**src/rtl/control_posicion_rana_pkg.sv**
```systemverilog
// control_posicion_rana_pkg
//   Shared definitions for the frog position stage: FSM state encoding,
//   board limits, goal row/columns and default spawn cell.
//   No ports. Imported by control_posicion_rana_if, detector_flanco and
//   control_posicion_rana.
package control_posicion_rana_pkg;

    typedef enum logic [1:0] {
        ESPERA = 2'd0,
        ACTIVA = 2'd1,
        LLEGO  = 2'd2,
        MUERTA = 2'd3
    } estado_t;

    localparam int unsigned POS_W = 3;

    localparam logic [POS_W-1:0] POS_MIN = 3'd0;
    localparam logic [POS_W-1:0] POS_MAX = 3'd7;

    localparam logic [POS_W-1:0] FILA_META  = 3'd7;
    localparam logic [POS_W-1:0] COL_META_A = 3'd1;
    localparam logic [POS_W-1:0] COL_META_B = 3'd4;
    localparam logic [POS_W-1:0] COL_META_C = 3'd6;

    localparam logic [POS_W-1:0] POS_INI_X_DEF = 3'd3;
    localparam logic [POS_W-1:0] POS_INI_Y_DEF = 3'd0;

    function automatic logic es_columna_meta(input logic [POS_W-1:0] x);
        return (x == COL_META_A) || (x == COL_META_B) || (x == COL_META_C);
    endfunction

endpackage

```
**src/rtl/control_posicion_rana_if.sv**
```systemverilog
// control_posicion_rana_if
//   Bundles the frog position stage's control inputs and position/event
//   outputs.
//   master: drives CR_RANA_INI, CR_BTN_*, CR_CHOQUE; reads CR_POSX/Y,
//           CR_PERDIO, CR_MOVIO.
//   slave : the position stage itself (opposite directions).
interface control_posicion_rana_if
    import control_posicion_rana_pkg::*;
#(
    parameter int unsigned DATAWIDTH_POS = POS_W
);
    logic                     CR_RANA_INI;
    logic                     CR_BTN_UP;
    logic                     CR_BTN_DOWN;
    logic                     CR_BTN_LEFT;
    logic                     CR_BTN_RIGHT;
    logic                     CR_CHOQUE;
    logic [DATAWIDTH_POS-1:0] CR_POSX;
    logic [DATAWIDTH_POS-1:0] CR_POSY;
    logic                     CR_PERDIO;
    logic                     CR_MOVIO;

    modport master (
        output CR_RANA_INI, CR_BTN_UP, CR_BTN_DOWN, CR_BTN_LEFT, CR_BTN_RIGHT,
               CR_CHOQUE,
        input  CR_POSX, CR_POSY, CR_PERDIO, CR_MOVIO
    );

    modport slave (
        input  CR_RANA_INI, CR_BTN_UP, CR_BTN_DOWN, CR_BTN_LEFT, CR_BTN_RIGHT,
               CR_CHOQUE,
        output CR_POSX, CR_POSY, CR_PERDIO, CR_MOVIO
    );
endinterface

```
**src/rtl/control_posicion_rana_detector_flanco.sv**
```systemverilog
// detector_flanco
//   Two-flop synchronizer for an asynchronous push-button followed by a
//   rising-edge detector. A button sampled high at edge k yields pulso_o
//   during the cycle that ends at edge k+2; a held button pulses once.
//   Ports: CR_CLOCK_50 (clock), CR_RESET (async, active-high),
//          btn_i (raw button), pulso_o (one-cycle request).
module detector_flanco
    import control_posicion_rana_pkg::*;
(
    input  logic CR_CLOCK_50,
    input  logic CR_RESET,
    input  logic btn_i,
    output logic pulso_o
);
    // [0],[1]: synchronizer stages; [2]: previous synchronized sample
    logic [2:0] sinc_q;

    always_ff @(posedge CR_CLOCK_50 or posedge CR_RESET) begin
        if (CR_RESET) begin
            sinc_q <= '0;
        end else begin
            sinc_q <= {sinc_q[1:0], btn_i};
        end
    end

    assign pulso_o = sinc_q[1] & ~sinc_q[2];
endmodule

```
**src/rtl/control_posicion_rana.sv**
```systemverilog
// control_posicion_rana
//   Frog position stage on the 8x8 board. Converts button requests into
//   rate-limited, clamped moves, gates entry into the goal row, and reports
//   death from collision or (optionally) per-frog timeout.
//   Ports: CR_CLOCK_50 (clock), CR_RESET (async, active-high),
//          bus (control_posicion_rana_if.slave: CR_RANA_INI, CR_BTN_*,
//          CR_CHOQUE in; CR_POSX, CR_POSY, CR_PERDIO, CR_MOVIO out).
//   Build option: CONTROL_POSICION_TIMEOUT_EN enables the per-frog timer.
module control_posicion_rana
    import control_posicion_rana_pkg::*;
#(
    parameter int unsigned              DATAWIDTH_POS = POS_W,
    parameter logic [DATAWIDTH_POS-1:0] POS_INI_X     = DATAWIDTH_POS'(POS_INI_X_DEF),
    parameter logic [DATAWIDTH_POS-1:0] POS_INI_Y     = DATAWIDTH_POS'(POS_INI_Y_DEF),
    parameter int unsigned              MOVE_HOLD     = 5_000_000,
    parameter int unsigned              TIEMPO_MAX    = 1_500_000_000
)(
    input  logic                   CR_CLOCK_50,
    input  logic                   CR_RESET,
    control_posicion_rana_if.slave bus
);
    localparam int unsigned LOCK_W = $clog2(MOVE_HOLD);
    localparam logic [DATAWIDTH_POS-1:0] LIM_MIN = DATAWIDTH_POS'(POS_MIN);
    localparam logic [DATAWIDTH_POS-1:0] LIM_MAX = DATAWIDTH_POS'(POS_MAX);
    localparam logic [DATAWIDTH_POS-1:0] META    = DATAWIDTH_POS'(FILA_META);

    if (MOVE_HOLD < 2 || TIEMPO_MAX < 2) begin : g_param_chk
        $error("control_posicion_rana: MOVE_HOLD and TIEMPO_MAX must be >= 2");
    end

    estado_t                  state_q, state_d;
    logic [DATAWIDTH_POS-1:0] posx_q, posx_d, posy_q, posy_d;
    logic [LOCK_W-1:0]        lock_q, lock_d;
    logic                     perdio_q, perdio_d, movio_q, movio_d;
    logic                     req_up, req_down, req_left, req_right;
    logic                     mov_valido, timeout;
    logic [DATAWIDTH_POS-1:0] posx_mov, posy_mov, posy_inc;

    detector_flanco u_flanco_up    (.CR_CLOCK_50(CR_CLOCK_50), .CR_RESET(CR_RESET), .btn_i(bus.CR_BTN_UP),    .pulso_o(req_up));
    detector_flanco u_flanco_down  (.CR_CLOCK_50(CR_CLOCK_50), .CR_RESET(CR_RESET), .btn_i(bus.CR_BTN_DOWN),  .pulso_o(req_down));
    detector_flanco u_flanco_left  (.CR_CLOCK_50(CR_CLOCK_50), .CR_RESET(CR_RESET), .btn_i(bus.CR_BTN_LEFT),  .pulso_o(req_left));
    detector_flanco u_flanco_right (.CR_CLOCK_50(CR_CLOCK_50), .CR_RESET(CR_RESET), .btn_i(bus.CR_BTN_RIGHT), .pulso_o(req_right));

`ifdef CONTROL_POSICION_TIMEOUT_EN
    localparam int unsigned TIMER_W = $clog2(TIEMPO_MAX);
    logic [TIMER_W-1:0] timer_q, timer_d;

    always_comb begin
        timer_d = timer_q;
        if (bus.CR_RANA_INI || state_q == ESPERA) begin
            timer_d = '0;
        end else if (state_q == ACTIVA && timer_q != '1) begin
            timer_d = timer_q + 1'b1;
        end
    end

    always_ff @(posedge CR_CLOCK_50 or posedge CR_RESET) begin
        if (CR_RESET) timer_q <= '0;
        else          timer_q <= timer_d;
    end

    assign timeout = (state_q == ACTIVA) && (timer_q == TIMER_W'(TIEMPO_MAX - 1));
`else
    assign timeout = 1'b0;
`endif

    assign posy_inc = posy_q + 1'b1;

    // Strict priority: a blocked higher-priority request still masks
    // the lower ones in the same cycle.
    always_comb begin
        mov_valido = 1'b0;
        posx_mov   = posx_q;
        posy_mov   = posy_q;
        if (req_up) begin
            if (posy_q != LIM_MAX &&
                (posy_inc != META || es_columna_meta(POS_W'(posx_q)))) begin
                mov_valido = 1'b1;
                posy_mov   = posy_inc;
            end
        end else if (req_down) begin
            if (posy_q != LIM_MIN) begin
                mov_valido = 1'b1;
                posy_mov   = posy_q - 1'b1;
            end
        end else if (req_left) begin
            if (posx_q != LIM_MIN) begin
                mov_valido = 1'b1;
                posx_mov   = posx_q - 1'b1;
            end
        end else if (req_right) begin
            if (posx_q != LIM_MAX) begin
                mov_valido = 1'b1;
                posx_mov   = posx_q + 1'b1;
            end
        end
    end

    always_comb begin
        state_d  = state_q;
        posx_d   = posx_q;
        posy_d   = posy_q;
        perdio_d = 1'b0;
        movio_d  = 1'b0;
        lock_d   = (lock_q != '0) ? lock_q - 1'b1 : lock_q;
        if (bus.CR_RANA_INI) begin
            state_d = ESPERA;
            posx_d  = POS_INI_X;
            posy_d  = POS_INI_Y;
            lock_d  = '0;
        end else begin
            case (state_q)
                ESPERA: begin
                    posx_d  = POS_INI_X;
                    posy_d  = POS_INI_Y;
                    state_d = ACTIVA;
                end
                ACTIVA: begin
                    if (bus.CR_CHOQUE || timeout) begin
                        perdio_d = 1'b1;
                        state_d  = MUERTA;
                    end else if (lock_q == '0 && mov_valido) begin
                        posx_d  = posx_mov;
                        posy_d  = posy_mov;
                        movio_d = 1'b1;
                        lock_d  = LOCK_W'(MOVE_HOLD - 1);
                        if (posy_mov == META) state_d = LLEGO;
                    end
                end
                default: ;
            endcase
        end
    end

    always_ff @(posedge CR_CLOCK_50 or posedge CR_RESET) begin
        if (CR_RESET) begin
            state_q  <= ESPERA;
            posx_q   <= POS_INI_X;
            posy_q   <= POS_INI_Y;
            lock_q   <= '0;
            perdio_q <= 1'b0;
            movio_q  <= 1'b0;
        end else begin
            state_q  <= state_d;
            posx_q   <= posx_d;
            posy_q   <= posy_d;
            lock_q   <= lock_d;
            perdio_q <= perdio_d;
            movio_q  <= movio_d;
        end
    end

    assign bus.CR_POSX   = posx_q;
    assign bus.CR_POSY   = posy_q;
    assign bus.CR_PERDIO = perdio_q;
    assign bus.CR_MOVIO  = movio_q;
endmodule

```
**src/flat_wrapper.sv**
```systemverilog
// flat-port wrapper written by rule: the top's interface ports become plain ports
module control_posicion_rana_flat import control_posicion_rana_pkg::*;
#(
    parameter int unsigned              DATAWIDTH_POS = POS_W,
    parameter logic [DATAWIDTH_POS-1:0] POS_INI_X     = DATAWIDTH_POS'(POS_INI_X_DEF),
    parameter logic [DATAWIDTH_POS-1:0] POS_INI_Y     = DATAWIDTH_POS'(POS_INI_Y_DEF),
    parameter int unsigned              MOVE_HOLD     = 5_000_000,
    parameter int unsigned              TIEMPO_MAX    = 1_500_000_000
)
  (CR_CLOCK_50, CR_RESET, bus_CR_RANA_INI, bus_CR_BTN_UP, bus_CR_BTN_DOWN, bus_CR_BTN_LEFT, bus_CR_BTN_RIGHT, bus_CR_CHOQUE, bus_CR_POSX, bus_CR_POSY, bus_CR_PERDIO, bus_CR_MOVIO);
  control_posicion_rana_if #(.DATAWIDTH_POS(DATAWIDTH_POS)) bus_i ();
  input  logic CR_CLOCK_50;
  input  logic CR_RESET;
  input wire logic [$bits(bus_i.CR_RANA_INI)-1:0] bus_CR_RANA_INI;
  input wire logic [$bits(bus_i.CR_BTN_UP)-1:0] bus_CR_BTN_UP;
  input wire logic [$bits(bus_i.CR_BTN_DOWN)-1:0] bus_CR_BTN_DOWN;
  input wire logic [$bits(bus_i.CR_BTN_LEFT)-1:0] bus_CR_BTN_LEFT;
  input wire logic [$bits(bus_i.CR_BTN_RIGHT)-1:0] bus_CR_BTN_RIGHT;
  input wire logic [$bits(bus_i.CR_CHOQUE)-1:0] bus_CR_CHOQUE;
  output wire logic [$bits(bus_i.CR_POSX)-1:0] bus_CR_POSX;
  output wire logic [$bits(bus_i.CR_POSY)-1:0] bus_CR_POSY;
  output wire logic [$bits(bus_i.CR_PERDIO)-1:0] bus_CR_PERDIO;
  output wire logic [$bits(bus_i.CR_MOVIO)-1:0] bus_CR_MOVIO;
  assign bus_i.CR_RANA_INI = bus_CR_RANA_INI;
  assign bus_i.CR_BTN_UP = bus_CR_BTN_UP;
  assign bus_i.CR_BTN_DOWN = bus_CR_BTN_DOWN;
  assign bus_i.CR_BTN_LEFT = bus_CR_BTN_LEFT;
  assign bus_i.CR_BTN_RIGHT = bus_CR_BTN_RIGHT;
  assign bus_i.CR_CHOQUE = bus_CR_CHOQUE;
  assign bus_CR_POSX = bus_i.CR_POSX;
  assign bus_CR_POSY = bus_i.CR_POSY;
  assign bus_CR_PERDIO = bus_i.CR_PERDIO;
  assign bus_CR_MOVIO = bus_i.CR_MOVIO;
  control_posicion_rana #(.DATAWIDTH_POS(DATAWIDTH_POS), .POS_INI_X(POS_INI_X), .POS_INI_Y(POS_INI_Y), .MOVE_HOLD(MOVE_HOLD), .TIEMPO_MAX(TIEMPO_MAX)) u_core (.CR_CLOCK_50(CR_CLOCK_50), .CR_RESET(CR_RESET), .bus(bus_i));
endmodule
```
**config.mk**
```make
export PLATFORM = sky130hd
export DESIGN_NAME = control_posicion_rana_flat
export DESIGN_NICKNAME = d
export VERILOG_FILES = /design/src/rtl/control_posicion_rana_pkg.sv /design/src/rtl/control_posicion_rana_if.sv /design/src/rtl/control_posicion_rana_detector_flanco.sv /design/src/rtl/control_posicion_rana.sv /design/src/flat_wrapper.sv
export SDC_FILE = /design/constraint.sdc
export NUM_CORES = 1
export LEC_CHECK = 0
export ABC_CLOCK_PERIOD_IN_PS = 5500
export CORE_ASPECT_RATIO = 0.7
export CORE_UTILIZATION = 30
export CTS_CLUSTER_DIAMETER = 100
export DETAILED_ROUTE_END_ITERATION = 10
export PLACE_DENSITY_LB_ADDON = 0.1
export REMOVE_ABC_BUFFERS = 1
export SLEW_MARGIN = 20
export SYNTH_ARGS = -nofsm -noshare
export SYNTH_HDL_FRONTEND = slang
export SYNTH_SLANG_ARGS = --single-unit
```
**constraint.sdc**
```tcl
create_clock -name CR_CLOCK_50 -period 5.5 [get_ports CR_CLOCK_50]
set_input_delay 0.825 -clock CR_CLOCK_50 [delete_from_list [all_inputs] [get_ports CR_CLOCK_50]]
set_output_delay 0.825 -clock CR_CLOCK_50 [all_outputs]
set_load 0.02 [all_outputs]
```
# Yosys cells after proc, flatten, opt, wreduce, memory -nomap -nowiden
# Cells that the tools add are included.
totals:
  ff_bits: 45
  input_bits: 8
  out_inout_bits: 8
  word_cells: 97
op_classes:
  add_sub_neg: 5
  n_eq_ne: 17
  n_mux: 43
  bitwise_logic: 8
  reduce_logical: 14
ops:
  columns: ["cell", "n"]
  rows:
  - ["two-way mux 23 bit", 5]
  - ["two-way mux 3 bit", 16]
  - ["zero test 23 bit", 1]
  - ["nonzero test 23 bit", 1]
  - ["subtractor 23 x 1 -> 23 bit (second input constant)", 1]
  - ["!= test 3 bit (second input constant)", 6]
  - ["two-way mux 1 bit", 15]
  - ["case mux 3 bit (2 select lines)", 2]
  - ["== test 3 bit (second input constant)", 3]
  - ["nonzero test 3 bit", 3]
  - ["two-way mux 2 bit", 4]
  - ["!= test 4 x 2 -> 1 bit (second input constant)", 2]
  - ["!= test 4 x 3 -> 1 bit (second input constant)", 2]
  - ["AND reduction 8 bit", 1]
  - ["adder 3 x 1 -> 3 bit (second input constant)", 2]
  - ["AND reduction 3 bit", 2]
  - ["subtractor 3 x 1 -> 3 bit (second input constant)", 2]
  - ["AND 1 bit", 4]
  - ["!= test 4 bit (second input constant)", 1]
  - ["NOT 1 bit", 4]
  - ["case mux 2 bit (2 select lines)", 1]
  - ["== test 3 x 1 -> 1 bit (second input constant)", 1]
  - ["logical OR 1 bit", 3]
  - ["!= test 3 x 2 -> 1 bit (second input constant)", 1]
  - ["3 further kinds", 4]

# Logic depth before layout (Yosys ltp)
logic_depth:
  word_depth: 13
  ltp_mapped: 10
  ltp_nobuf: 8

# By module
# Synthesis repeated with hierarchy kept, for this count alone.
unflattened:
  hier_cells: 262
  area_unflattened_um2: 2600.0
by_module_without_submodules:
  columns: ["module", "n_inst", "cells_each", "area_per_inst_um2", "seq_area_each_um2"]
  rows:
  - ["control_posicion_rana", 1, 242, 2229.6, 828.3]
  - ["detector_flanco", 4, 5, 92.6, 75.1]

# Worst setup path after synthesis
# No wires, ideal clock.
synth_timing:
  kind: "register -> register"
  from: "register u_core.posy_q[1] (netlist: u_core.bus.CR_POSY[1])"
  to: "register u_core.lock_q[16]"
  setup_time_ns: 0.119
  arrival_time_ns: 2.537
  required_time_ns: 5.381
  path_slack_ns: 2.844
  path_stages_with_launch: 11
  n_path_buf: 2
  synth_period_minus_slack_ns: 2.656
  cell_sequence: "dfrtp_1 > ha_1 > ha_1 > and2_1 > a311oi_1 > nor2_1 > or4b_1 > buf_6 > nand2b_4 > buf_12 > nor2_1"
synth_via:
  elab_chain_cells: 11
  elab_cells_between_ends: 15
  classes_between: "add/sub: 1; eq/ne: 2; mux: 8; reduce/logical: 4"
synth_rtl:
  columns: ["element", "line", "source"]
  rows:
  - ["start, declared", "control_posicion_rana.sv:32", "logic [DATAWIDTH_POS-1:0] posx_q, posx_d, posy_q, posy_d;"]
  - ["start signal, assigned", "control_posicion_rana.sv:146", "posy_q <= posy_d;"]
  - ["adder 3 x 1 -> 3 bit", "control_posicion_rana.sv:67", "assign posy_inc = posy_q + 1'b1;"]
  - ["!= test 3 bit", "control_posicion_rana.sv:77", "(posy_inc != META || es_columna_meta(POS_W'(posx_q)))) begin"]
  - ["logical OR 1 bit", "control_posicion_rana.sv:77", null]
  - ["logical AND 1 bit", "control_posicion_rana.sv:76", "if (posy_q != LIM_MAX &&"]
  - ["two-way mux 1 bit", "control_posicion_rana.sv:76", null]
  - ["two-way mux 1 bit *", "control_posicion_rana.sv:75", "if (req_up) begin"]
  - ["logical AND 1 bit *", "control_posicion_rana.sv:122", "end else if (lock_q == '0 && mov_valido) begin"]
  - ["two-way mux 23 bit *", "control_posicion_rana.sv:122", null]
  - ["two-way mux 23 bit *", "control_posicion_rana.sv:119", "if (bus.CR_CHOQUE || timeout) begin"]
  - ["two-way mux 23 bit *", "control_posicion_rana.sv:112", "case (state_q)"]
  - ["two-way mux 23 bit *", "control_posicion_rana.sv:106", "if (bus.CR_RANA_INI) begin"]
  - ["via u_core.lock_d[16]", "control_posicion_rana.sv:33", "logic [LOCK_W-1:0] lock_q, lock_d;"]
  - ["end signal, assigned", "control_posicion_rana.sv:147", "lock_q <= lock_d;"]
  - ["end, declared", "control_posicion_rana.sv:33", null]
# Mark *: on every way through the listed nets, which the timed path passes. The rest lies on a longest branch.
# A chain may end at the register's enable or synchronous reset.

# Worst setup path in the final report
# Ends and elaborated chain as after synthesis.

==> out/metrics.cfg <==
[synth]
syn_area_um2 = 2489
synth_top_area_cell = dfrtp_1
async_flop_share_pct = 100.0
synthTopCellsByCount = 43 x dfrtp_1, 16 x a21oi_1, 13 x ha_1, 13 x nor2_1, 13 x nor3_1
yosys.area.top_type_share_pct = 43.24
synthFlopType = dfrtp_1
ys_ff_latch = 45
synth_cells = 242
synth_cell_type_count = 54
synth_edf_count = 0
synth.most_common_cell = dfrtp_1
synth_warnings = 0
synth-seq-area-share_pct = 45.35
yosys-top-cells-area = dfrtp_1 43%, ha_1 6.5%, a21oi_1 3.2%
syn_area_per_cell_um2 = 10.28

[grt]
use_met3_pct = 2.934
grt_pass1_wl_um = 8907
grt_pass1_vias = 1639
antenna_found_initial = 0
grt_use_met2_pct = 16.21
grt-busiest-layer = met1
grt_usage_pct = 13.12
met1_usage_pct = 21.45
grt-ovfl-total = 0
grt_max_degree = 46

[power_and_ir_drop]
ir_worst_vdd_v = 0.0002051
p_per_area_nw_per_um2 = 533.5
leakage_nw = 1.234
p_total_mw = 1.540

[clocking]
clkLatencyLatePin_ns = 0.29
clock-root-buffer = clkbuf_16
postCtsHoldBufs = 0
clock_path_buffers = 2
htreeDepth = 2
cts_setup_buffers = 0
ctsResizeCount = 0
clk_pin_slew_ns = 0.07
cts_sinks = 45
cts_buffers = 5
tritoncts = built

[route]
routed_wl_um = 5395
antenna_left = 0
drtPass1Iterations = 4
avgRoutedWirePerCell_um = 15.03
drc = 0
vias = 1749
avgViaCountPerCell = 4.872
drtIter0Drc = 113

[placed_design]
gp_congestion = 0.7570
hpwl_um = 3862
place_area_um2 = 2713
dp_slack_ns = 2.419
portBuffers = 15

[flow_run]
drv_cap = 0

[final_layout]
fin_nets = 278
fin_area_um2 = 2887
drive_gt1_share_pct = 13.95
num-fill-cells = 789
areaGrowthSynthToFinish_pct = 15.99
diodes = 0

[worst_hold_path]
hold_path_class = flip-flop to flip-flop

[sta]
setup_violations = 0
rsz0062_at_grt = false
skew_ns = 0.009980
fmax_mhz = 325.1
min_period_ns = 3.076
whs_ns = 0.3491
setup_ws_ns = 2.424
fin_tns_setup_ns = 0
maxSlewHeadroom_pct = 45.90
drv_slew = 0
min_period_over_period_pct = 55.93
worst_pin_slew_ns = 0.8115
hold_viol_final = 0

[floorplan]
coreArea_um2 = 7939
die_x_um = 110.9
die_h_um = 78.20
rows = 27
die_area_um2 = 8669
ios = 16
start_util_pct = 31.35

[outcome]
status = complete, no violations

[setup_path]
worstPathMaxFanout = 10
cp-start-kind = flip-flop
cp.arrival_ns = 3.25
critPathCaptureType = flip-flop
cp.required_ns = 5.67
critical_path_class = flip-flop to flip-flop

==> placed cells by master, fill, tap and decap left out, types with 8 or more instances in the layout <==
cell,count
dfrtp_1,43
a21oi_1,16
clkdlybuf4s50_1,15
nor2_1,13
nor3_1,13
ha_1,13
nand2_1,12
o21ai_0,12
nand3_1,10
nor2_2,9
xor2_1,9
xnor2_1,9
inv_1,8
==> critical path, stage by stage (launching register included) <==
cell	delay (ns)
dfrtp_1	0.44
ha_1	0.22
ha_1	0.30
and2_1	0.15
a311oi_1	0.53
nor2_1	0.15
or4b_1	0.79
nand2b_4	0.30
nor2_1	0.07
==> stage by stage <==
step,util (%),cells
final,36.36,359
after global routing,36.36,359
after CTS,36.34,359
after detailed placement,34.17,351
after global placement,34.17,351
after floorplan,-,234
==> layer usage <==
metal  up-vias  wire, um  share of wire [%]
met5         -         0                  0
met4         0        29               0.54
met3         2       254                4.7
met2        37      1941                 36
met1       815      3169                 59
li1        895         -                  -
==> area by class of cell <==
cell class | count | area, um2 | share of cell area, %
Clock inverter | 3 | 47.55 | 1.647
Multi-Input combinational cell | 179 | 1261 | 43.69
Tap cell | 101 | 126.4 | 4.378
Inverter | 10 | 40.04 | 1.387
Timing Repair Buffer | 16 | 157.7 | 5.462
Clock buffer | 5 | 125.1 | 4.335
Sequential cell | 45 | 1129 | 39.10
==> state kept, by name (all words and copies together), names as in the netlist <==
| name | cells |
|---|---|
| u_core.lock_q | 23 |
| u_core.bus.CR_MOVIO | 1 |
| u_core.bus.CR_PERDIO | 1 |
| u_core.state_q | 2 |
| u_core.u_flanco_down.sinc_q | 3 |
| u_core.u_flanco_up.sinc_q | 3 |
| u_core.bus.CR_POSY | 3 |
| u_core.u_flanco_left.sinc_q | 3 |
| u_core.u_flanco_right.sinc_q | 3 |
| u_core.bus.CR_POSX | 3 |
==> report_power, final <==
group          leakage [nW]  internal (mW)  switching, mW
Combinational         0.570          0.292          0.396
Clock                0.0848          0.218          0.137
Sequential            0.580          0.409         0.0879
==> kinds of logic after synthesis <==
logic type	share of synthesized area, %
multiplexers	0.4022
adder cells (fa/ha/maj)	6.536
AND/OR/NAND/NOR	25.34
buffers and inverters	3.972
AO/OA/AOI/OAI	12.07
XOR/XNOR	6.335
flip-flops	45.35
==> worst paths after layout <==
path | startpoint | slack (ns) | cells after the start | end
min in group asynchronous | CR_RESET | 0.98 | 2 | u_core.u_flanco_right.sinc_q[0]
worst max-delay path | u_core.bus.CR_POSY[1] | 2.42 | 8 | u_core.lock_q[16]
worst min-delay path | u_core.u_flanco_right.sinc_q[0] | 0.35 | 0 | u_core.u_flanco_right.sinc_q[1]
max in group asynchronous | CR_RESET | 4.03 | 2 | u_core.bus.CR_MOVIO
worst max register to register | u_core.bus.CR_POSY[1] | 2.42 | 8 | u_core.lock_q[16]
worst min register to register | u_core.u_flanco_right.sinc_q[0] | 0.35 | 0 | u_core.u_flanco_right.sinc_q[1]
(Power assumes the default switching activity.)
